[src/rtl/ysyx_23060096_multicycle_seq_pkg.sv]
// ---------------------------------------------------------------------------
// ysyx_23060096_core_pkg
// Shared types and constants for the NPC multi-cycle sequencer.
//   state_e          : sequencer FSM states (3-bit encoding)
//   ERR_*            : halt cause codes reported on err_code
//   NOP_INSTR        : value loaded into IR on reset (addi x0, x0, 0)
//   DEFAULT_RESET_PC : default boot address
// ---------------------------------------------------------------------------
package ysyx_23060096_core_pkg;

  typedef enum logic [2:0] {
    S_RST      = 3'd0,
    S_IF_REQ   = 3'd1,
    S_IF_WAIT  = 3'd2,
    S_EX       = 3'd3,
    S_MEM_REQ  = 3'd4,
    S_MEM_WAIT = 3'd5,
    S_WB       = 3'd6,
    S_HALT     = 3'd7
  } state_e;

  localparam logic [1:0] ERR_EBREAK  = 2'd0;
  localparam logic [1:0] ERR_ILLEGAL = 2'd1;
  localparam logic [1:0] ERR_IFU_TMO = 2'd2;
  localparam logic [1:0] ERR_LSU_TMO = 2'd3;

  localparam logic [31:0] NOP_INSTR        = 32'h0000_0013;
  localparam logic [31:0] DEFAULT_RESET_PC = 32'h8000_0000;

  // States in which the sequencer waits on an external bus handshake and
  // therefore must be guarded by the watchdog.
  function automatic logic is_bus_state(state_e s);
    return (s == S_IF_REQ) || (s == S_IF_WAIT) ||
           (s == S_MEM_REQ) || (s == S_MEM_WAIT);
  endfunction

endpackage

[src/rtl/ysyx_23060096_multicycle_seq_if.sv]
// ---------------------------------------------------------------------------
// ysyx_23060096_multicycle_seq_if
// Bundles the sequencer's fetch/LSU handshakes, decode inputs and control
// outputs.
//   master : the sequencer (drives pc/ir, request valids, rf_we, halt ...)
//   slave  : memory ports + decode/datapath (drives readies, responses,
//            decode results and pc_next)
// ---------------------------------------------------------------------------
interface ysyx_23060096_multicycle_seq_if #(
  parameter int CNT_W = 64
);
  logic [31:0]      pc;
  logic [31:0]      ir;
  logic             ifu_req_valid;
  logic             ifu_req_ready;
  logic             ifu_rsp_valid;
  logic [31:0]      ifu_rdata;
  logic             dec_mem_rd;
  logic             dec_mem_wr;
  logic             dec_reg_wr;
  logic             dec_ebreak;
  logic             dec_illegal;
  logic [31:0]      pc_next;
  logic             lsu_req_valid;
  logic             lsu_req_wr;
  logic             lsu_req_ready;
  logic             lsu_rsp_valid;
  logic             ld_capture;
  logic             rf_we;
  logic             halt;
  logic [1:0]       err_code;
  logic [CNT_W-1:0] instret;

  modport master (
    output pc, ir, ifu_req_valid, lsu_req_valid, lsu_req_wr,
           ld_capture, rf_we, halt, err_code, instret,
    input  ifu_req_ready, ifu_rsp_valid, ifu_rdata,
           dec_mem_rd, dec_mem_wr, dec_reg_wr, dec_ebreak, dec_illegal,
           pc_next, lsu_req_ready, lsu_rsp_valid
  );

  modport slave (
    input  pc, ir, ifu_req_valid, lsu_req_valid, lsu_req_wr,
           ld_capture, rf_we, halt, err_code, instret,
    output ifu_req_ready, ifu_rsp_valid, ifu_rdata,
           dec_mem_rd, dec_mem_wr, dec_reg_wr, dec_ebreak, dec_illegal,
           pc_next, lsu_req_ready, lsu_rsp_valid
  );

endinterface

[src/rtl/ysyx_23060096_multicycle_seq_bus_wdog.sv]
// ---------------------------------------------------------------------------
// ysyx_23060096_bus_wdog
// Counts cycles spent waiting on a bus handshake.
//   clk, rst_n : clock, asynchronous active-low reset
//   clr_i      : restart count from zero next cycle (has priority)
//   en_i       : count this cycle
//   expire_o   : count reached TIMEOUT-1 while enabled (never if TIMEOUT=0)
// ---------------------------------------------------------------------------
module ysyx_23060096_bus_wdog #(
  parameter int TIMEOUT = 16
) (
  input  logic clk,
  input  logic rst_n,
  input  logic clr_i,
  input  logic en_i,
  output logic expire_o
);

  localparam int W     = (TIMEOUT > 1) ? $clog2(TIMEOUT) : 1;
  localparam int LIMIT = (TIMEOUT > 0) ? TIMEOUT - 1 : 0;

  logic [W-1:0] cnt_q, cnt_d;

  // Counting stops at the limit so the counter can never wrap back to zero
  // while the sequencer is still sitting in the same wait state.
  always_comb begin
    cnt_d = cnt_q;
    if (clr_i) begin
      cnt_d = '0;
    end else if (en_i && !expire_o) begin
      cnt_d = cnt_q + W'(1);
    end
  end

  always_ff @(posedge clk or negedge rst_n) begin
    if (!rst_n) begin
      cnt_q <= '0;
    end else begin
      cnt_q <= cnt_d;
    end
  end

  assign expire_o = (TIMEOUT != 0) && en_i && (cnt_q == W'(LIMIT));

endmodule

[src/rtl/ysyx_23060096_multicycle_seq.sv]
// ---------------------------------------------------------------------------
// ysyx_23060096_multicycle_seq
// Multi-cycle instruction sequencer: owns PC/IR, issues fetch and load/store
// requests, gates register-file writes so each instruction commits once, and
// halts on ebreak, illegal instruction or bus timeout.
//   clk, rst_n : clock, asynchronous active-low reset
//   bus        : master side of ysyx_23060096_multicycle_seq_if
// ---------------------------------------------------------------------------
module ysyx_23060096_multicycle_seq
  import ysyx_23060096_core_pkg::*;
#(
  parameter logic [31:0] RESET_PC = DEFAULT_RESET_PC,
  parameter int          TIMEOUT  = 16,
  parameter int          CNT_W    = 64
) (
  input  logic clk,
  input  logic rst_n,
  ysyx_23060096_multicycle_seq_if.master bus
);

  state_e           state_q, state_d;
  logic [31:0]      pc_q, pc_d;
  logic [31:0]      ir_q, ir_d;
  logic [CNT_W-1:0] instret_q, instret_d;
  logic [1:0]       err_q, err_d;
  logic             wr_q, wr_d;
  logic             tmo_expire;

  // Any state change restarts the watchdog, so each wait state gets a full
  // budget from its first cycle.
  ysyx_23060096_bus_wdog #(.TIMEOUT(TIMEOUT)) u_wdog (
    .clk      (clk),
    .rst_n    (rst_n),
    .clr_i    (state_d != state_q),
    .en_i     (is_bus_state(state_q)),
    .expire_o (tmo_expire)
  );

  // Handshake progress is checked before the watchdog so that a ready or
  // response arriving in the expiry cycle is never turned into a halt.
  always_comb begin
    state_d   = state_q;
    pc_d      = pc_q;
    ir_d      = ir_q;
    instret_d = instret_q;
    err_d     = err_q;
    wr_d      = wr_q;
    case (state_q)
      S_RST: state_d = S_IF_REQ;
      S_IF_REQ: begin
        if (bus.ifu_req_ready) begin
          state_d = S_IF_WAIT;
        end else if (tmo_expire) begin
          state_d = S_HALT;
          err_d   = ERR_IFU_TMO;
        end
      end
      S_IF_WAIT: begin
        if (bus.ifu_rsp_valid) begin
          ir_d    = bus.ifu_rdata;
          state_d = S_EX;
        end else if (tmo_expire) begin
          state_d = S_HALT;
          err_d   = ERR_IFU_TMO;
        end
      end
      S_EX: begin
        if (bus.dec_illegal || (bus.dec_mem_rd && bus.dec_mem_wr)) begin
          state_d = S_HALT;
          err_d   = ERR_ILLEGAL;
        end else if (bus.dec_ebreak) begin
          state_d = S_HALT;
          err_d   = ERR_EBREAK;
        end else if (bus.dec_mem_rd || bus.dec_mem_wr) begin
          wr_d    = bus.dec_mem_wr;
          state_d = S_MEM_REQ;
        end else begin
          state_d = S_WB;
        end
      end
      S_MEM_REQ: begin
        if (bus.lsu_req_ready) begin
          state_d = S_MEM_WAIT;
        end else if (tmo_expire) begin
          state_d = S_HALT;
          err_d   = ERR_LSU_TMO;
        end
      end
      S_MEM_WAIT: begin
        if (bus.lsu_rsp_valid) begin
          state_d = S_WB;
        end else if (tmo_expire) begin
          state_d = S_HALT;
          err_d   = ERR_LSU_TMO;
        end
      end
      S_WB: begin
        pc_d      = bus.pc_next;
        instret_d = instret_q + CNT_W'(1);
        state_d   = S_IF_REQ;
      end
      S_HALT:  state_d = S_HALT;
      default: state_d = S_HALT;
    endcase
  end

  always_ff @(posedge clk or negedge rst_n) begin
    if (!rst_n) begin
      state_q   <= S_RST;
      pc_q      <= RESET_PC;
      ir_q      <= NOP_INSTR;
      instret_q <= '0;
      err_q     <= ERR_EBREAK;
      wr_q      <= 1'b0;
    end else begin
      state_q   <= state_d;
      pc_q      <= pc_d;
      ir_q      <= ir_d;
      instret_q <= instret_d;
      err_q     <= err_d;
      wr_q      <= wr_d;
    end
  end

  // Direction of the memory access is latched in EX so lsu_req_wr and
  // ld_capture stay stable even if decode were to wobble later.
  assign bus.pc            = pc_q;
  assign bus.ir            = ir_q;
  assign bus.instret       = instret_q;
  assign bus.err_code      = err_q;
  assign bus.halt          = (state_q == S_HALT);
  assign bus.ifu_req_valid = (state_q == S_IF_REQ);
  assign bus.lsu_req_valid = (state_q == S_MEM_REQ);
  assign bus.lsu_req_wr    = (state_q == S_MEM_REQ) && wr_q;
  assign bus.ld_capture    = (state_q == S_MEM_WAIT) && bus.lsu_rsp_valid && !wr_q;
  assign bus.rf_we         = (state_q == S_WB) && bus.dec_reg_wr;

endmodule

[src/flat_wrapper.sv]
// flat-port wrapper written by rule: the top's interface ports become plain ports
module ysyx_23060096_multicycle_seq_flat import ysyx_23060096_core_pkg::*;
#(
  parameter logic [31:0] RESET_PC = DEFAULT_RESET_PC,
  parameter int          TIMEOUT  = 16,
  parameter int          CNT_W    = 64
)
  (clk, rst_n, bus_pc, bus_ir, bus_ifu_req_valid, bus_lsu_req_valid, bus_lsu_req_wr, bus_ld_capture, bus_rf_we, bus_halt, bus_err_code, bus_instret, bus_ifu_req_ready, bus_ifu_rsp_valid, bus_ifu_rdata, bus_dec_mem_rd, bus_dec_mem_wr, bus_dec_reg_wr, bus_dec_ebreak, bus_dec_illegal, bus_pc_next, bus_lsu_req_ready, bus_lsu_rsp_valid);
  ysyx_23060096_multicycle_seq_if #(.CNT_W(CNT_W)) bus_i ();
  input  logic clk;
  input  logic rst_n;
  output wire logic [$bits(bus_i.pc)-1:0] bus_pc;
  output wire logic [$bits(bus_i.ir)-1:0] bus_ir;
  output wire logic [$bits(bus_i.ifu_req_valid)-1:0] bus_ifu_req_valid;
  output wire logic [$bits(bus_i.lsu_req_valid)-1:0] bus_lsu_req_valid;
  output wire logic [$bits(bus_i.lsu_req_wr)-1:0] bus_lsu_req_wr;
  output wire logic [$bits(bus_i.ld_capture)-1:0] bus_ld_capture;
  output wire logic [$bits(bus_i.rf_we)-1:0] bus_rf_we;
  output wire logic [$bits(bus_i.halt)-1:0] bus_halt;
  output wire logic [$bits(bus_i.err_code)-1:0] bus_err_code;
  output wire logic [$bits(bus_i.instret)-1:0] bus_instret;
  input wire logic [$bits(bus_i.ifu_req_ready)-1:0] bus_ifu_req_ready;
  input wire logic [$bits(bus_i.ifu_rsp_valid)-1:0] bus_ifu_rsp_valid;
  input wire logic [$bits(bus_i.ifu_rdata)-1:0] bus_ifu_rdata;
  input wire logic [$bits(bus_i.dec_mem_rd)-1:0] bus_dec_mem_rd;
  input wire logic [$bits(bus_i.dec_mem_wr)-1:0] bus_dec_mem_wr;
  input wire logic [$bits(bus_i.dec_reg_wr)-1:0] bus_dec_reg_wr;
  input wire logic [$bits(bus_i.dec_ebreak)-1:0] bus_dec_ebreak;
  input wire logic [$bits(bus_i.dec_illegal)-1:0] bus_dec_illegal;
  input wire logic [$bits(bus_i.pc_next)-1:0] bus_pc_next;
  input wire logic [$bits(bus_i.lsu_req_ready)-1:0] bus_lsu_req_ready;
  input wire logic [$bits(bus_i.lsu_rsp_valid)-1:0] bus_lsu_rsp_valid;
  assign bus_pc = bus_i.pc;
  assign bus_ir = bus_i.ir;
  assign bus_ifu_req_valid = bus_i.ifu_req_valid;
  assign bus_lsu_req_valid = bus_i.lsu_req_valid;
  assign bus_lsu_req_wr = bus_i.lsu_req_wr;
  assign bus_ld_capture = bus_i.ld_capture;
  assign bus_rf_we = bus_i.rf_we;
  assign bus_halt = bus_i.halt;
  assign bus_err_code = bus_i.err_code;
  assign bus_instret = bus_i.instret;
  assign bus_i.ifu_req_ready = bus_ifu_req_ready;
  assign bus_i.ifu_rsp_valid = bus_ifu_rsp_valid;
  assign bus_i.ifu_rdata = bus_ifu_rdata;
  assign bus_i.dec_mem_rd = bus_dec_mem_rd;
  assign bus_i.dec_mem_wr = bus_dec_mem_wr;
  assign bus_i.dec_reg_wr = bus_dec_reg_wr;
  assign bus_i.dec_ebreak = bus_dec_ebreak;
  assign bus_i.dec_illegal = bus_dec_illegal;
  assign bus_i.pc_next = bus_pc_next;
  assign bus_i.lsu_req_ready = bus_lsu_req_ready;
  assign bus_i.lsu_rsp_valid = bus_lsu_rsp_valid;
  ysyx_23060096_multicycle_seq #(.RESET_PC(RESET_PC), .TIMEOUT(TIMEOUT), .CNT_W(CNT_W)) u_core (.clk(clk), .rst_n(rst_n), .bus(bus_i));
endmodule
[config.mk]
export PLATFORM = sky130hd
export DESIGN_NAME = ysyx_23060096_multicycle_seq_flat
export DESIGN_NICKNAME = d
export VERILOG_FILES = /design/src/rtl/ysyx_23060096_multicycle_seq_pkg.sv /design/src/rtl/ysyx_23060096_multicycle_seq_if.sv /design/src/rtl/ysyx_23060096_multicycle_seq_bus_wdog.sv /design/src/rtl/ysyx_23060096_multicycle_seq.sv /design/src/flat_wrapper.sv
export SDC_FILE = /design/constraint.sdc
export NUM_CORES = 1
export LEC_CHECK = 0
export CAP_MARGIN = 20
export CORE_MARGIN = 1
export CORE_UTILIZATION = 49
export DETAILED_ROUTE_END_ITERATION = 10
export PLACE_DENSITY = 0.86
export SYNTH_ARGS = -nofsm -noshare
export SYNTH_HDL_FRONTEND = slang
export SYNTH_SLANG_ARGS = --single-unit
[constraint.sdc]
create_clock -name clk -period 4.2 [get_ports clk]
set_input_delay 1.26 -clock clk [delete_from_list [all_inputs] [get_ports clk]]
set_output_delay 1.26 -clock clk [all_outputs]
set_load 0.01 [all_outputs]
Yosys cells after proc, flatten, opt, wreduce, memory -nomap -nowiden --
Index checks and enable logic that the tools add are counted.
Storage, ports and cells: register bits after elaboration 138, memory bits (read-only) 0, bits in writable memories 0, bits of input ports 75, memories kept 0, word-level logic and storage cells 66, bits in latches 0, output and inout port bits 136
Cells by class: muxes and demuxes 20, order comparisons 0, add/sub/neg operators 2, $mul 0, shifts and indexed selects 0, divide/modulo/power cells 0, equal/unequal tests 14, bitwise gates (word level) 2, reductions and logical operators 21
Operators with widths (count):
- $add 64x1->64 const B | 1
- $mux 3 | 7
- $pmux 3 s7 | 1
- $mux 2 | 9
- $eq 3x3->1 const B | 4
- $pmux 2 s5 | 1
- $mux 4 | 2
- $ne 2x2->1 const B | 4
- $logic_and 1x1->1 | 7
- $eq 3x2->1 const B | 2
- $reduce_and 6->1 | 1
- $logic_or 1x1->1 | 5
- $reduce_bool 5->1 | 1
- $add 4x1->4 const B | 1
- $eq 4x4->1 const B | 1
- $reduce_and 4->1 | 1
- $eq 3x1->1 const B | 1
- $logic_not 3->1 | 1
- $ne 3x2->1 const B | 1
- $ne 3x3->1 | 1
- $logic_not 1->1 | 2
- $not 1->1 | 2
- $reduce_and 2->1 | 1
- $reduce_bool 2->1 | 1
- $reduce_or 2->1 | 1

Logic depth before layout (Yosys ltp) --
word-level depth 10, mapped depth 6, gate-level depth less buffers 6

Modules after synthesis --
Synthesis repeated with hierarchy kept, for this count alone.
Second synthesis, totals: cell total of the unflattened synthesis 523, area, all modules 6257.3 um^2
Modules (own cells, without submodules):
- ysyx_23060096_multicycle_seq | cells each 502, sequential area each 3358.2 um^2, area each 6018.3 um^2, instances 1
- ysyx_23060096_bus_wdog | cells each 21, sequential area each 100.1 um^2, area each 239.0 um^2, instances 1

Worst setup path after synthesis --
No wires, ideal clock.
path kind input-to-output, from input bus_lsu_rsp_valid, to output bus_ld_capture, slack 1.372 ns, cell stages on the path 2, arrival 1.568 ns, buffers on the path 0, data required time 2.940 ns, cells stage by stage nand2_1 -> nor3_1
On the way: longest elaborated chain between the ends 2
Ends and longest elaborated chain:
- from (decl) | line flat_wrapper.sv:32 | input wire logic [$bits(bus_i.lsu_rsp_valid)-1:0] bus_lsu_rsp_valid;
- $logic_and 1x1->1 (2 in a row) | line ysyx_23060096_multicycle_seq.sv:135 | assign bus.ld_capture = (state_q == S_MEM_WAIT) && bus.lsu_rsp_valid && !wr_q;
- to (decl) | line flat_wrapper.sv:17 | output wire logic [$bits(bus_i.ld_capture)-1:0] bus_ld_capture;
Every way passes these cells.

Worst setup path after layout --
Ends and elaborated chain as after synthesis.

==> results.json <==
{
  "grt_max_degree": 64,
  "path_class": "in -> out",
  "power_density_nw_per_um2": 567,
  "layout_setup_ws_ps": 364,
  "holdPathStages": 2,
  "htreeDepth": 4,
  "drt-vias-per-instance": 5.26,
  "cts_resized": 0,
  "fin_crit_ps": 3840,
  "synth_edf_count": 0,
  "grt_pass1_wl_microns": 26800,
  "start_util_pct": 50.4,
  "hold_buffers": 0,
  "tightest_slew_ps": 693,
  "met1_length_microns": 6340,
  "topRoutingLayerUsed": "met4",
  "antenna_found_initial": 2,
  "synthTopCellsByArea": "dfrtp_1 55%, nand2_1 8.0%, mux2_2 6.1%",
  "drv_cap": 0,
  "place_congestion": 0.921,
  "finalSetupViolCount": 0,
  "synth_cells": 574,
  "synthFlopType": "dfrtp_1",
  "die-area_sq_um": 12800,
  "power_leakage_nw": 4.03,
  "route.met2.wl_microns": 8350,
  "row_count": 40,
  "setup.worst_path.end_class": "output port",
  "wl_per_cell_microns": 17.0,
  "synth-compound-area-share_pct": 2.84,
  "slew_viol_final": 0,
  "drc": 0,
  "core_sq_um": 12100,
  "drtIter0Drc": 286,
  "hold_viol_final": 0,
  "final_util_pct": 74.1,
  "die_w_microns": 113,
  "die_y_microns": 113,
  "nets": 870,
  "ant_nets": 0,
  "cts_buffers": 17,
  "min_path_type": "reg -> reg",
  "synth_most_common_cell": "dfrtp_1",
  "insertion_delay_ps": 430,
  "pin_count": 211,
  "postSynth.asyncResetShare_pct": 100,
  "drive_above_1_share_pct": 10.7,
  "path_max_fanout": 4,
  "postCtsSetupBuffers": 0,
  "worst-endpoint-required_ps": 2940,
  "num_vias": 5127,
  "synth_xor_area_share_pct": 9.51,
  "period_share_pct": 91.3,
  "avgSynthCellArea_sq_um": 10.6,
  "track_usage_pct": 27.4,
  "syn2layout_area_growth_pct": 47.2,
  "total_power_w": 0.00507,
  "slew_headroom_pct": 53.8,
  "grt_setup_unrepaired": "false",
  "nFillCells": 764,
  "yosysSeqAreaShare_pct": 56.9,
  "start_kind": "input port",
  "firstDrtPassIters": 7,
  "muxShareOfSynthArea_pct": 6.28,
  "place_ws_ps": 359,
  "port_buffers": 210,
  "path_clk_slew_ps": 60,
  "synth_top_family_by_area": "simple AND/OR/NAND/NOR gates",
  "synth_fp_nets": 651,
  "whs_ps": 457,
  "ys_ff_latch": 138,
  "hpwlAfterDp_microns": 11900,
  "synth.distinct_cells": 46,
  "syn_area_sq_um": 6080,
  "synth_fa_ha_area_share_pct": 0.412,
  "grt_remaining_overflow": 0,
  "status": "finished, final reports clean",
  "synth.cells.most_frequent": "134 x dfrtp_1, 130 x nand2_1, 41 x xor2_1",
  "cts_max_path_buffers": 2,
  "synth_warnings": 0,
  "synth_simple_gate_area_share_pct": 21.9,
  "synth_top_area_cell": "dfrtp_1",
  "cts-root-buf": "clkbuf_16",
  "grt_pass1_vias": 5345,
  "cts.sinks": 138,
  "wl_microns": 16600,
  "rr_worst_depth": 5,
  "fmax_mhz": 261,
  "fin_worst_skew_ps": 9.99,
  "synthDominantCellAreaShare_pct": 55.2,
  "ir_worst_vdd_v": 0.000435,
  "fin_tns_setup_ps": 0,
  "critPathArrivalTime_ps": 2580,
  "cts_tree": "built",
  "route.met3.wl_microns": 1280
}
critical path, stage by stage:
cell and delay [ps]:
clkdlybuf4s50_1 530, nand2_1 70, nor3_1 160, clkdlybuf4s50_1 560
final timing paths:
| check | start | endpoint | slack, ps |
|---|---|---|---|
| max in group asynchronous | rst_n | u_core.bus.ir[0] | 2530 |
| setup reg to reg | u_core.state_q[0] | u_core.bus.instret[61] | 1600 |
| setup / recovery | bus_lsu_rsp_valid | bus_ld_capture | 360 |
| min in group asynchronous | rst_n | u_core.bus.instret[5] | 810 |
| hold reg to reg | u_core.bus.pc[31] | u_core.bus.pc[31] | 460 |
| hold / removal | u_core.bus.pc[31] | u_core.bus.pc[31] | 460 |
layer usage:
| layer | track usage, % | up-vias |
|---|---|---|
| met5 | 0 | - |
| met2 | 46.3 | 221 |
| met4 | 14.2 | 0 |
| li1 | - | 2365 |
| met3 | 9.80 | 44 |
| met1 | 30.4 | 2497 |
cell usage in the layout, fill, tap and decap left out, types with 8 or more instances in the layout:
cell type and count:
clkdlybuf4s50_1 209, xor2_1 41, a21oi_1 9, nand2_1 130, xnor2_1 25, clkbuf_16 17, nor4_1 8, nand4_1 14
nor2_1 31, nor3_1 28, mux2_2 33, dfrtp_1 134, nand3_1 24, inv_1 17
power breakdown:
group	internal (W)	switching, W
Sequential	0.00170	0.000277
Combinational	0.000950	0.000765
Clock	0.000848	0.000536
flip-flops by register name (all words and copies together), names as in the netlist:
name,cells
u_core.bus.err_code,2
u_core.bus.instret,64
u_core.bus.ir,32
u_core.bus.pc,32
u_core.state_q,3
u_core.u_wdog.cnt_q,4
u_core.wr_q,1
stage by stage:
stage | cell area, sq um | instances
after floorplan | 6080 | 574
after global placement | 8360 | 941
after detailed placement | 8360 | 941
after CTS | 8910 | 972
after global routing | 8940 | 975
final | 8940 | 975
final cells by class:
| type | count | area [sq um] | share of cell area (%) |
|---|---|---|---|
| Sequential cell | 138 | 3460 | 38.7 |
| Clock buffer | 22 | 474 | 5.30 |
| Inverter | 17 | 63.8 | 0.713 |
| Timing Repair Buffer | 216 | 2170 | 24.2 |
| Multi-Input combinational cell | 403 | 2490 | 27.9 |
| Antenna cell | 2 | 5.00 | 0.0560 |
| Clock inverter | 9 | 72.6 | 0.811 |
| Tap cell | 168 | 210 | 2.35 |
cell families (layout without fill, tap and decap cells):
family	Yosys count	after routing
compound gates	27	27
xor+xnor	66	66
fa+ha+maj	2	2
buf+inv	33	264
flops	138	138
mux	34	34
other cells	0	2
simple gates	274	274
(Power assumes the default switching activity.)
